===== src/rtl/apb_seq_pkg.sv =====
// rtl/apb_seq_pkg.sv - shared types and constants for the APB table sequencer
package apb_seq_pkg;

    typedef enum logic [2:0] {
        ST_IDLE    = 3'd0,
        ST_FETCH_C = 3'd1,
        ST_FETCH_D = 3'd2,
        ST_LOAD    = 3'd3,
        ST_SETUP   = 3'd4,
        ST_ACCESS  = 3'd5,
        ST_FIN     = 3'd6
    } state_e;

    // Command-word flag positions, as offsets above the address field (bit AW + offset)
    localparam int CMD_LAST_OFS  = 3;
    localparam int CMD_WRITE_OFS = 2;
    localparam int CMD_CHECK_OFS = 1;

    localparam int CNT_W = 16;

    // Increment that sticks at all-ones instead of wrapping
    function automatic logic [CNT_W-1:0] sat_inc(input logic [CNT_W-1:0] v);
        return (v == {CNT_W{1'b1}}) ? v : v + CNT_W'(1);
    endfunction

endpackage


===== src/rtl/apb_table_sequencer_if.sv =====
// rtl/apb_table_sequencer_if.sv - APB bus bundle with master/slave views
interface apb_table_sequencer_if #(
    parameter int AW = 32,
    parameter int DW = 32
) ();
    logic [AW-1:0] PADDR;
    logic          PWRITE;
    logic [DW-1:0] PWDATA;
    logic          PSEL;
    logic          PENABLE;
    logic [DW-1:0] PRDATA;
    logic          PREADY;
    logic          PSLVERR;

    modport master (
        output PADDR, PWRITE, PWDATA, PSEL, PENABLE,
        input  PRDATA, PREADY, PSLVERR
    );

    modport slave (
        input  PADDR, PWRITE, PWDATA, PSEL, PENABLE,
        output PRDATA, PREADY, PSLVERR
    );
endinterface


===== src/rtl/apb_seq_watchdog.sv =====
// rtl/apb_seq_watchdog.sv - ACCESS-phase cycle counter flagging the TIMEOUT-th wait cycle
module apb_seq_watchdog #(
    parameter int TIMEOUT = 16
) (
    input  logic clk_i,
    input  logic rst_n_i,
    input  logic load_i,
    input  logic en_i,
    output logic expired_o
);
    localparam int CW = $clog2(TIMEOUT + 1);

    logic [CW-1:0] cnt_q, cnt_d;

    // cnt_q = ACCESS cycles already spent; expiry marks the cycle that is number TIMEOUT
    assign expired_o = en_i && (cnt_q == CW'(TIMEOUT - 1));

    // Cleared in SETUP so every transfer gets a fresh budget
    always_comb begin
        cnt_d = cnt_q;
        if (load_i) begin
            cnt_d = '0;
        end else if (en_i && !expired_o) begin
            cnt_d = cnt_q + CW'(1);
        end
    end

    // Counter register
    always_ff @(posedge clk_i or negedge rst_n_i) begin
        if (!rst_n_i) begin
            cnt_q <= '0;
        end else begin
            cnt_q <= cnt_d;
        end
    end
endmodule


===== src/rtl/apb_table_sequencer.sv =====
// rtl/apb_table_sequencer.sv - walks a {cmd,data} table and issues one APB transfer per entry
module apb_table_sequencer
    import apb_seq_pkg::*;
#(
    parameter int AW        = 32,
    parameter int DW        = 32,
    parameter int TBL_DEPTH = 256,
    parameter int TIMEOUT   = 16,
    parameter bit ABORT_ERR = 1'b0
) (
    input  logic                         PCLK,
    input  logic                         PRESETn,
    input  logic                         start,
    output logic                         busy,
    output logic                         done,
    output logic                         tbl_rd,
    output logic [$clog2(TBL_DEPTH)-1:0] tbl_addr,
    input  logic [AW+3:0]                tbl_rdata,
    apb_table_sequencer_if.master        apb,
    output logic [CNT_W-1:0]             xfer_cnt,
    output logic [CNT_W-1:0]             err_cnt,
    output logic [CNT_W-1:0]             mism_cnt
);
    localparam int PW = $clog2(TBL_DEPTH);
    localparam logic [PW-1:0] PTR_LAST = PW'(TBL_DEPTH - 2);

    localparam int B_LAST  = AW + CMD_LAST_OFS;
    localparam int B_WRITE = AW + CMD_WRITE_OFS;
    localparam int B_CHECK = AW + CMD_CHECK_OFS;

    state_e          state_q, state_d;
    logic [PW-1:0]   ptr_q, ptr_d;
    logic [AW+3:0]   cmd_q, cmd_d;
    logic [DW-1:0]   data_q, data_d;
    logic [AW-1:0]   paddr_q, paddr_d;
    logic            pwrite_q, pwrite_d;
    logic [DW-1:0]   pwdata_q, pwdata_d;
    logic [CNT_W-1:0] xfer_q, xfer_d;
    logic [CNT_W-1:0] err_q, err_d;
    logic [CNT_W-1:0] mism_q, mism_d;
    logic            expired;
    logic            step_err;

    apb_seq_watchdog #(.TIMEOUT(TIMEOUT)) u_watchdog (
        .clk_i     (PCLK),
        .rst_n_i   (PRESETn),
        .load_i    (state_q == ST_SETUP),
        .en_i      (state_q == ST_ACCESS),
        .expired_o (expired)
    );

    // Strobes decoded straight from state so an async reset clears them in the same instant
    always_comb begin
        tbl_rd      = 1'b0;
        tbl_addr    = '0;
        apb.PSEL    = 1'b0;
        apb.PENABLE = 1'b0;
        busy        = 1'b0;
        done        = 1'b0;
        case (state_q)
            ST_FETCH_C: begin
                tbl_rd   = 1'b1;
                tbl_addr = ptr_q;
                busy     = 1'b1;
            end
            ST_FETCH_D: begin
                tbl_rd   = 1'b1;
                tbl_addr = ptr_q + PW'(1);
                busy     = 1'b1;
            end
            ST_LOAD: busy = 1'b1;
            ST_SETUP: begin
                apb.PSEL = 1'b1;
                busy     = 1'b1;
            end
            ST_ACCESS: begin
                apb.PSEL    = 1'b1;
                apb.PENABLE = 1'b1;
                busy        = 1'b1;
            end
            ST_FIN: done = 1'b1;
            default: ;
        endcase
    end

    assign apb.PADDR  = paddr_q;
    assign apb.PWRITE = pwrite_q;
    assign apb.PWDATA = pwdata_q;
    assign xfer_cnt   = xfer_q;
    assign err_cnt    = err_q;
    assign mism_cnt   = mism_q;

    // Next-state: fetch two words, load the bus registers, run SETUP/ACCESS, then advance or finish
    always_comb begin
        state_d  = state_q;
        ptr_d    = ptr_q;
        cmd_d    = cmd_q;
        data_d   = data_q;
        paddr_d  = paddr_q;
        pwrite_d = pwrite_q;
        pwdata_d = pwdata_q;
        xfer_d   = xfer_q;
        err_d    = err_q;
        mism_d   = mism_q;
        step_err = 1'b0;
        case (state_q)
            ST_IDLE: begin
                if (start) begin
                    state_d = ST_FETCH_C;
                    ptr_d   = '0;
                    xfer_d  = '0;
                    err_d   = '0;
                    mism_d  = '0;
                end
            end
            ST_FETCH_C: state_d = ST_FETCH_D;
            ST_FETCH_D: begin
                cmd_d   = tbl_rdata;
                state_d = ST_LOAD;
            end
            ST_LOAD: begin
                data_d   = tbl_rdata[DW-1:0];
                paddr_d  = cmd_q[AW-1:0];
                pwrite_d = cmd_q[B_WRITE];
                pwdata_d = cmd_q[B_WRITE] ? tbl_rdata[DW-1:0] : '0;
                state_d  = ST_SETUP;
            end
            ST_SETUP: state_d = ST_ACCESS;
            ST_ACCESS: begin
                if (apb.PREADY || expired) begin
                    if (apb.PREADY) begin
                        xfer_d = sat_inc(xfer_q);
                        if (apb.PSLVERR) begin
                            step_err = 1'b1;
                            err_d    = sat_inc(err_q);
                        end else if (!cmd_q[B_WRITE] && cmd_q[B_CHECK] &&
                                     (apb.PRDATA != data_q)) begin
                            mism_d = sat_inc(mism_q);
                        end
                    end else begin
                        step_err = 1'b1;
                        err_d    = sat_inc(err_q);
                    end
                    if (cmd_q[B_LAST] || (ptr_q == PTR_LAST) || (step_err && ABORT_ERR)) begin
                        state_d = ST_FIN;
                    end else begin
                        ptr_d   = ptr_q + PW'(2);
                        state_d = ST_FETCH_C;
                    end
                end
            end
            ST_FIN: state_d = ST_IDLE;
            default: state_d = ST_IDLE;
        endcase
    end

    // State, table pointer, latched entry, bus registers and counters
    always_ff @(posedge PCLK or negedge PRESETn) begin
        if (!PRESETn) begin
            state_q  <= ST_IDLE;
            ptr_q    <= '0;
            cmd_q    <= '0;
            data_q   <= '0;
            paddr_q  <= '0;
            pwrite_q <= 1'b0;
            pwdata_q <= '0;
            xfer_q   <= '0;
            err_q    <= '0;
            mism_q   <= '0;
        end else begin
            state_q  <= state_d;
            ptr_q    <= ptr_d;
            cmd_q    <= cmd_d;
            data_q   <= data_d;
            paddr_q  <= paddr_d;
            pwrite_q <= pwrite_d;
            pwdata_q <= pwdata_d;
            xfer_q   <= xfer_d;
            err_q    <= err_d;
            mism_q   <= mism_d;
        end
    end
endmodule

===== src/flat_wrapper.sv =====
// flat-port wrapper written by rule: the top's interface ports become plain ports
module apb_table_sequencer_flat import apb_seq_pkg::*;
#(
    parameter int AW        = 32,
    parameter int DW        = 32,
    parameter int TBL_DEPTH = 256,
    parameter int TIMEOUT   = 16,
    parameter bit ABORT_ERR = 1'b0
)
  (PCLK, PRESETn, start, busy, done, tbl_rd, tbl_addr, tbl_rdata, xfer_cnt, err_cnt, mism_cnt, apb_PADDR, apb_PWRITE, apb_PWDATA, apb_PSEL, apb_PENABLE, apb_PRDATA, apb_PREADY, apb_PSLVERR);
  apb_table_sequencer_if #(.AW(AW), .DW(DW)) apb_i ();
  input  logic PCLK;
  input  logic PRESETn;
  input  logic start;
  output logic busy;
  output logic done;
  output logic tbl_rd;
  output logic [$clog2(TBL_DEPTH)-1:0] tbl_addr;
  input  logic [AW+3:0] tbl_rdata;
  output logic [CNT_W-1:0] xfer_cnt;
  output logic [CNT_W-1:0] err_cnt;
  output logic [CNT_W-1:0] mism_cnt;
  output wire logic [$bits(apb_i.PADDR)-1:0] apb_PADDR;
  output wire logic [$bits(apb_i.PWRITE)-1:0] apb_PWRITE;
  output wire logic [$bits(apb_i.PWDATA)-1:0] apb_PWDATA;
  output wire logic [$bits(apb_i.PSEL)-1:0] apb_PSEL;
  output wire logic [$bits(apb_i.PENABLE)-1:0] apb_PENABLE;
  input wire logic [$bits(apb_i.PRDATA)-1:0] apb_PRDATA;
  input wire logic [$bits(apb_i.PREADY)-1:0] apb_PREADY;
  input wire logic [$bits(apb_i.PSLVERR)-1:0] apb_PSLVERR;
  assign apb_PADDR = apb_i.PADDR;
  assign apb_PWRITE = apb_i.PWRITE;
  assign apb_PWDATA = apb_i.PWDATA;
  assign apb_PSEL = apb_i.PSEL;
  assign apb_PENABLE = apb_i.PENABLE;
  assign apb_i.PRDATA = apb_PRDATA;
  assign apb_i.PREADY = apb_PREADY;
  assign apb_i.PSLVERR = apb_PSLVERR;
  apb_table_sequencer #(.AW(AW), .DW(DW), .TBL_DEPTH(TBL_DEPTH), .TIMEOUT(TIMEOUT), .ABORT_ERR(ABORT_ERR)) u_core (.PCLK(PCLK), .PRESETn(PRESETn), .start(start), .busy(busy), .done(done), .tbl_rd(tbl_rd), .tbl_addr(tbl_addr), .tbl_rdata(tbl_rdata), .apb(apb_i), .xfer_cnt(xfer_cnt), .err_cnt(err_cnt), .mism_cnt(mism_cnt));
endmodule

===== config.mk =====
export PLATFORM = sky130hd
export DESIGN_NAME = apb_table_sequencer_flat
export DESIGN_NICKNAME = d
export VERILOG_FILES = /design/src/rtl/apb_seq_pkg.sv /design/src/rtl/apb_table_sequencer_if.sv /design/src/rtl/apb_seq_watchdog.sv /design/src/rtl/apb_table_sequencer.sv /design/src/flat_wrapper.sv
export SDC_FILE = /design/constraint.sdc
export NUM_CORES = 1
export LEC_CHECK = 0
export ABC_AREA = 0
export BUFFER_PORTS_ARGS = -buffer_cell sky130_fd_sc_hd__buf_2
export CAP_MARGIN = 20
export CORE_MARGIN = 2
export CORE_UTILIZATION = 49
export CTS_CLUSTER_SIZE = 24
export DETAILED_ROUTE_END_ITERATION = 8
export MAX_ROUTING_LAYER = met4
export PLACE_DENSITY = 0.76
export SYNTH_ARGS = -nofsm -noshare
export SYNTH_HDL_FRONTEND = slang
export SYNTH_SLANG_ARGS = --single-unit

===== constraint.sdc =====
create_clock -name PCLK -period 2.3 [get_ports PCLK]
set_clock_uncertainty 0.2 [all_clocks]
set_input_delay 0.46 -clock PCLK [delete_from_list [all_inputs] [get_ports PCLK]]
set_output_delay 0.46 -clock PCLK [all_outputs]
set_load 0.02 [all_outputs]

* Yosys cells after proc, flatten, opt, wreduce, memory -nomap -nowiden
Index checks and enable logic that the tools add are counted.
Cells by class: equality and inequality tests 21, $add $sub $neg 6, reductions and logical operators 19, multiplexer cells 33
Operators by type and width (number):
- $mux W16 | 13
- $pmux W16 S2 | 3
- $add A16 B1 Y16 const B | 3
- $eq A16 B16 Y1 const B | 3
- $mux W32 | 1
- $ne A32 B32 Y1 | 1
- $pmux W8 S2 | 2
- $mux W8 | 3
- $pmux W3 S6 | 1
- $ne A2 B2 Y1 const B | 6
- $mux W5 | 2
- $eq A3 B3 Y1 const B | 3
- $mux W3 | 3
- $add A8 B1 Y8 const B | 1
- $add A8 B2 Y8 const B | 1
- $eq A8 B8 Y1 const B | 1
- $reduce_and A4 Y1 | 2
- $reduce_and A7 Y1 | 1
- $eq A3 B2 Y1 const B | 2
- $add A5 B1 Y5 const B | 1
- $eq A5 B4 Y1 const B | 1
- $mux W1 | 5
- $reduce_and A5 Y1 | 1
- $reduce_or A5 Y1 | 1
- other kinds (10) | 18
Word-level totals: flip-flop bits (word level) 197, word-level logic and storage cells 90, input port bits 73

* Logic depth before layout (Yosys ltp)
depth after elaboration 8, mapped depth 10, depth with buffers taken out 9

* Hierarchy
Synthesis repeated with hierarchy kept, for this count alone.
Second synthesis, totals: cell total of the unflattened synthesis 770, area total of the unflattened synthesis 8748.4 sq um
By module, submodules not included:
- apb_table_sequencer | times used 1, sequential area each 4754.6 sq um, cells each 746, area each 8473.1 sq um
- apb_seq_watchdog | times used 1, sequential area each 125.1 sq um, cells each 24, area each 275.3 sq um

* Least setup slack after synthesis
OpenSTA, ideal clock, no wires.
kind register to register, from reg u_core.u_watchdog.cnt_q[0], to reg u_core.mism_q[5], in the netlist u_core.mism_cnt[5], arrival time 2.126 ns, setup slack -0.152 ns, required time 1.974 ns, path buffers 2, stages on the path, launching flop included 11, library setup time 0.126 ns, clock period less this slack 2.452 ns, path through dfrtp_1 -> ha_1 -> and3_1 -> ha_1 -> o211a_1 -> o211ai_1 -> a41o_1 -> buf_6 -> o21a_2 -> buf_4 -> a221o_1
Between the ends: word-level cells in the longest chain between the ends 5
RTL lines:
- from (decl) | line apb_seq_watchdog.sv:13 | logic [CW-1:0] cnt_q, cnt_d;
- from (signal assigned) | line apb_seq_watchdog.sv:33 | cnt_q <= cnt_d;
- $eq A5 B4 Y1 | line apb_seq_watchdog.sv:16 | assign expired_o = en_i && (cnt_q == CW'(TIMEOUT - 1));
- $logic_and A1 B1 Y1 | line apb_seq_watchdog.sv:16
- $logic_or A1 B1 Y1 | line apb_table_sequencer.sv:130 | if (apb.PREADY || expired) begin
- $ne A2 B1 Y1 (no line)
- $reduce_and A7 Y1 (no line)
- to (signal assigned) | line apb_table_sequencer.sv:180 | mism_q <= mism_d;
- to (decl) | line apb_table_sequencer.sv:40 | logic [CNT_W-1:0] mism_q, mism_d;
Every way passes these cells. A chain may end at the register's enable or synchronous reset.

* Worst setup path in the final report
from reg u_core.u_watchdog.cnt_q[0], to reg u_core.mism_q[13], in the netlist u_core.mism_cnt[13]
The elaborated chain is that of the path after synthesis.

==> reports/metrics.yaml <==
outcome:
  status: "finished, violations left"
  violations: "negative setup slack"
run:
  cap_violations: 0
synthesis:
  postSynth.asyncResetShare_pct: 100
  synth.net_count: 857
  synth.distinct_cells: 63
  synth_edf_count: 0
  synth_seq_cells: 195
  syn_inst: 778
  syn_avg_cell_area_sq_um: 11.4
  ys.flop_type: "dfrtp_1"
  netlist_area_sq_um: 8860
  seq_area_frac_synth_pct: 55.1
  yosysWarnings: 0
floorplan:
  core_sq_um: 17800
  die_area_sq_um: 19200
  initial_core_util_pct: 49.6
  die_h_microns: 138
  ioPinCount: 199
  num_rows: 49
  die_w_microns: 138
critical_path:
  worstReg2RegEnd: "u_core.mism_cnt[13]$_DFFE_PN0P_"
  rr_startpoint: "u_core.u_watchdog.cnt_q[0]$_DFFE_PN0P_"
  path_max_fanout: 7
  worstSetupPathType: "flop to flop"
  crit_path_end_kind: "flop"
  worstPathArrival_ns: 2.57
  reg2reg_setup_slack_ns: -0.09
  max_stage_delay_ns: 0.44
  crit_path_top_delay_cell: "or4_4"
  worst_ep_required_time_ns: 2.48
  r2r_cells: 9
  worstPathCellList: "ha_2 -> and3_4 -> ha_4 -> o211a_4 -> o211ai_1 -> a41o_2 -> or4_4 -> o21ai_2 -> a21o_1"
  critPathLaunchType: "flop"
sta:
  rsz0062_at_grt: "true"
  hold_violations: 0
  setup-violations-final: 13
  timing.final.crit_share_pct: 104
  layout_setup_ws_ns: -0.0915
  worst_pin_slew_ns: 0.516
  min_period_ns: 2.39
  finalMaxSlewViolations: 0
  fmax_ghz: 0.418
  maxSlewHeadroom_pct: 65.6
cells_and_area:
  final_common_cell: "dfrtp_1"
  fin_util_pct: 64.2
  nFillCells: 1396
  drive_above_1_share_pct: 42.6
  mostFrequentLayoutCells: "dfrtp_1 (194), buf_2 (190), nand2_1 (101)"
  nets: 1111
  area_growth_pct: 29.2
  ff_latch_area_sq_um: 4880
  multi_input_area_sq_um: 3950
hold_path:
  hold_depth: 2
  min_to: "u_core.cmd_q[34]$_DFFE_PN0P_"
  holdCritPathClass: "input pin to flop"
  hold_start: "tbl_rdata[34]"
power_and_ir_drop:
  p_per_area_nw_per_um2: 1200
  leakage_nw: 5.54
  total_power_mw: 13.8
  peakVddDrop_mv: 0.753
global_routing:
  gr-total-overflow: 0
  grt_pass1_vias: 6763
  grt_start_max_net_pins: 58
  antenna_found_initial: 1
  grt_pass1_wl_microns: 35300
  grt.total_usage_pct: 23.8
clocking:
  cts_tree: "done"
  cts_root_buf: "clkbuf_16"
  clock_latency_ns: 0.44
  h-tree-depth: 4
  clk_pin_slew_ns: 0.07
  clock_path_buffers: 2
  cts.sinks: 195
  cts_made_buffers: 17
routing:
  initialDrtViolationCount: 311
  drt_wl_total_microns: 21800
  wl_per_cell_microns: 17.1
  drtPass1Iterations: 4
  via_per_inst: 5.35
  drc: 0
  antenna_left: 0
  vias: 6817
placement:
  place_hpwl_microns: 15200
  gp_congestion: 0.862
  portBuffers: 197
where the power goes:
part | internal, mW | switching [mW] | total [mW]
Clock | 1.57 | 1.48 | 3.05
Sequential | 4.68 | 0.736 | 5.41
Combinational | 2.46 | 2.85 | 5.31
Total | 8.70 | 5.07 | 13.8
synth_stat cells, drive strengths merged, types with 8 or more instances:
master	instances	area share, %
dfrtp	195	55
mux2	101	13
nand2	101	4.3
nor2	51	2.2
o21ai	49	2.8
xor2	44	4.4
nand3	21	1.2
and3	17	1.2
buf	17	1.2
clkbuf	17	0.72
nor4	15	1.2
xnor2	14	1.4
inv	12	0.51
or3	11	0.78
and2	10	0.71
nand4	10	0.71
nor3	10	0.68
a21oi	8	0.45
a221o	8	0.90
routing by layer:
layer,global-route usage [%],share of wire [%]
met1,30.5,43
met2,37.9,49
met3,6.34,6.7
met4,6.39,1.2
met5,-,0
kinds of logic (layout without fill, tap and decap cells):
group	Yosys count	after routing	share of synthesized area [%]
adder cells (fa/ha/maj)	6	6	0.848
AO/OA/AOI/OAI	103	104	8.01
XOR/XNOR	58	58	5.74
multiplexers	102	102	13.0
flip-flops	195	195	55.1
other	0	1	0
buffers and inverters	47	313	2.47
AND/OR/NAND/NOR	267	267	14.9
how the worst max path moves through the flow:
| stage | from | to | depth (start not counted) |
|---|---|---|---|
| detailed placement | u_core.u_watchdog.cnt_q[1]$_DFFE_PN0P_ | u_core.mism_cnt[0]$_DFFE_PN0P_ | 8 |
| CTS | u_core.u_watchdog.cnt_q[0]$_DFFE_PN0P_ | u_core.mism_cnt[5]$_DFFE_PN0P_ | 9 |
| finish | u_core.u_watchdog.cnt_q[0]$_DFFE_PN0P_ | u_core.mism_cnt[13]$_DFFE_PN0P_ | 9 |
| global route | u_core.u_watchdog.cnt_q[1]$_DFFE_PN0P_ | u_core.mism_cnt[13]$_DFFE_PN0P_ | 9 |
| global placement | u_core.u_watchdog.cnt_q[1]$_DFFE_PN0P_ | u_core.mism_cnt[0]$_DFFE_PN0P_ | 8 |
| floorplan | u_core.u_watchdog.cnt_q[0]$_DFFE_PN0P_ | u_core.mism_cnt[5]$_DFFE_PN0P_ | 10 |
layout make-up:
cell class,count,area share (%)
flip-flops and latches,195,42.6
multi-input cells,537,34.5
repair buffers,268,14.5
clock buffers,17,3.72
well taps,229,2.50
clock inverters,15,1.64
inverters,13,0.448
diodes,1,0.0219
repair_timing:
action                                 4_1_cts  5_1_grt
setup endpoints to repair                   30       50
buffers inserted                            10        7
cloned                                       1        0
endpoints found under the hold margin       51        0
resized for setup                           17       30
pin swaps                                   22       13
hold buffers                                 1        0
state kept, by name, indices dropped and copies added (netlist names):
register	count
u_core.cmd_q	35
u_core.apb.PADDR	32
u_core.apb.PWDATA	32
u_core.data_q	32
u_core.err_cnt	16
u_core.mism_cnt	16
u_core.xfer_cnt	16
u_core.ptr_q	7
u_core.u_watchdog.cnt_q	5
u_core.state_q	3
u_core.apb.PWRITE	1
stage by stage:
step           instances  instance area (sq um)  hold WS, ns  setup TNS, ns  worst slack, ns
2_1_floorplan        778                   8890      -0.0356         -0.894           -0.124
3_3_place_gp        1223                  10500        0.256          -2.18           -0.197
3_5_place_dp        1223                  10500        0.265          -2.99           -0.271
4_1_cts             1267                  11300       0.0486         -0.860          -0.0917
5_1_grt             1275                  11400       0.0517          -1.54           -0.164
6_report            1275                  11400       0.0555         -0.543          -0.0915
critical path, delay by kind of cell, from the launching register on:
| family | cells | cell delay (ns) |
|---|---|---|
| DFF | 1 | 0.35 |
| AOI/OAI and AO/OA | 5 | 0.83 |
| and+or+nand+nor | 2 | 0.62 |
| adders and majority gates | 2 | 0.31 |
(Power assumes the default switching activity.)
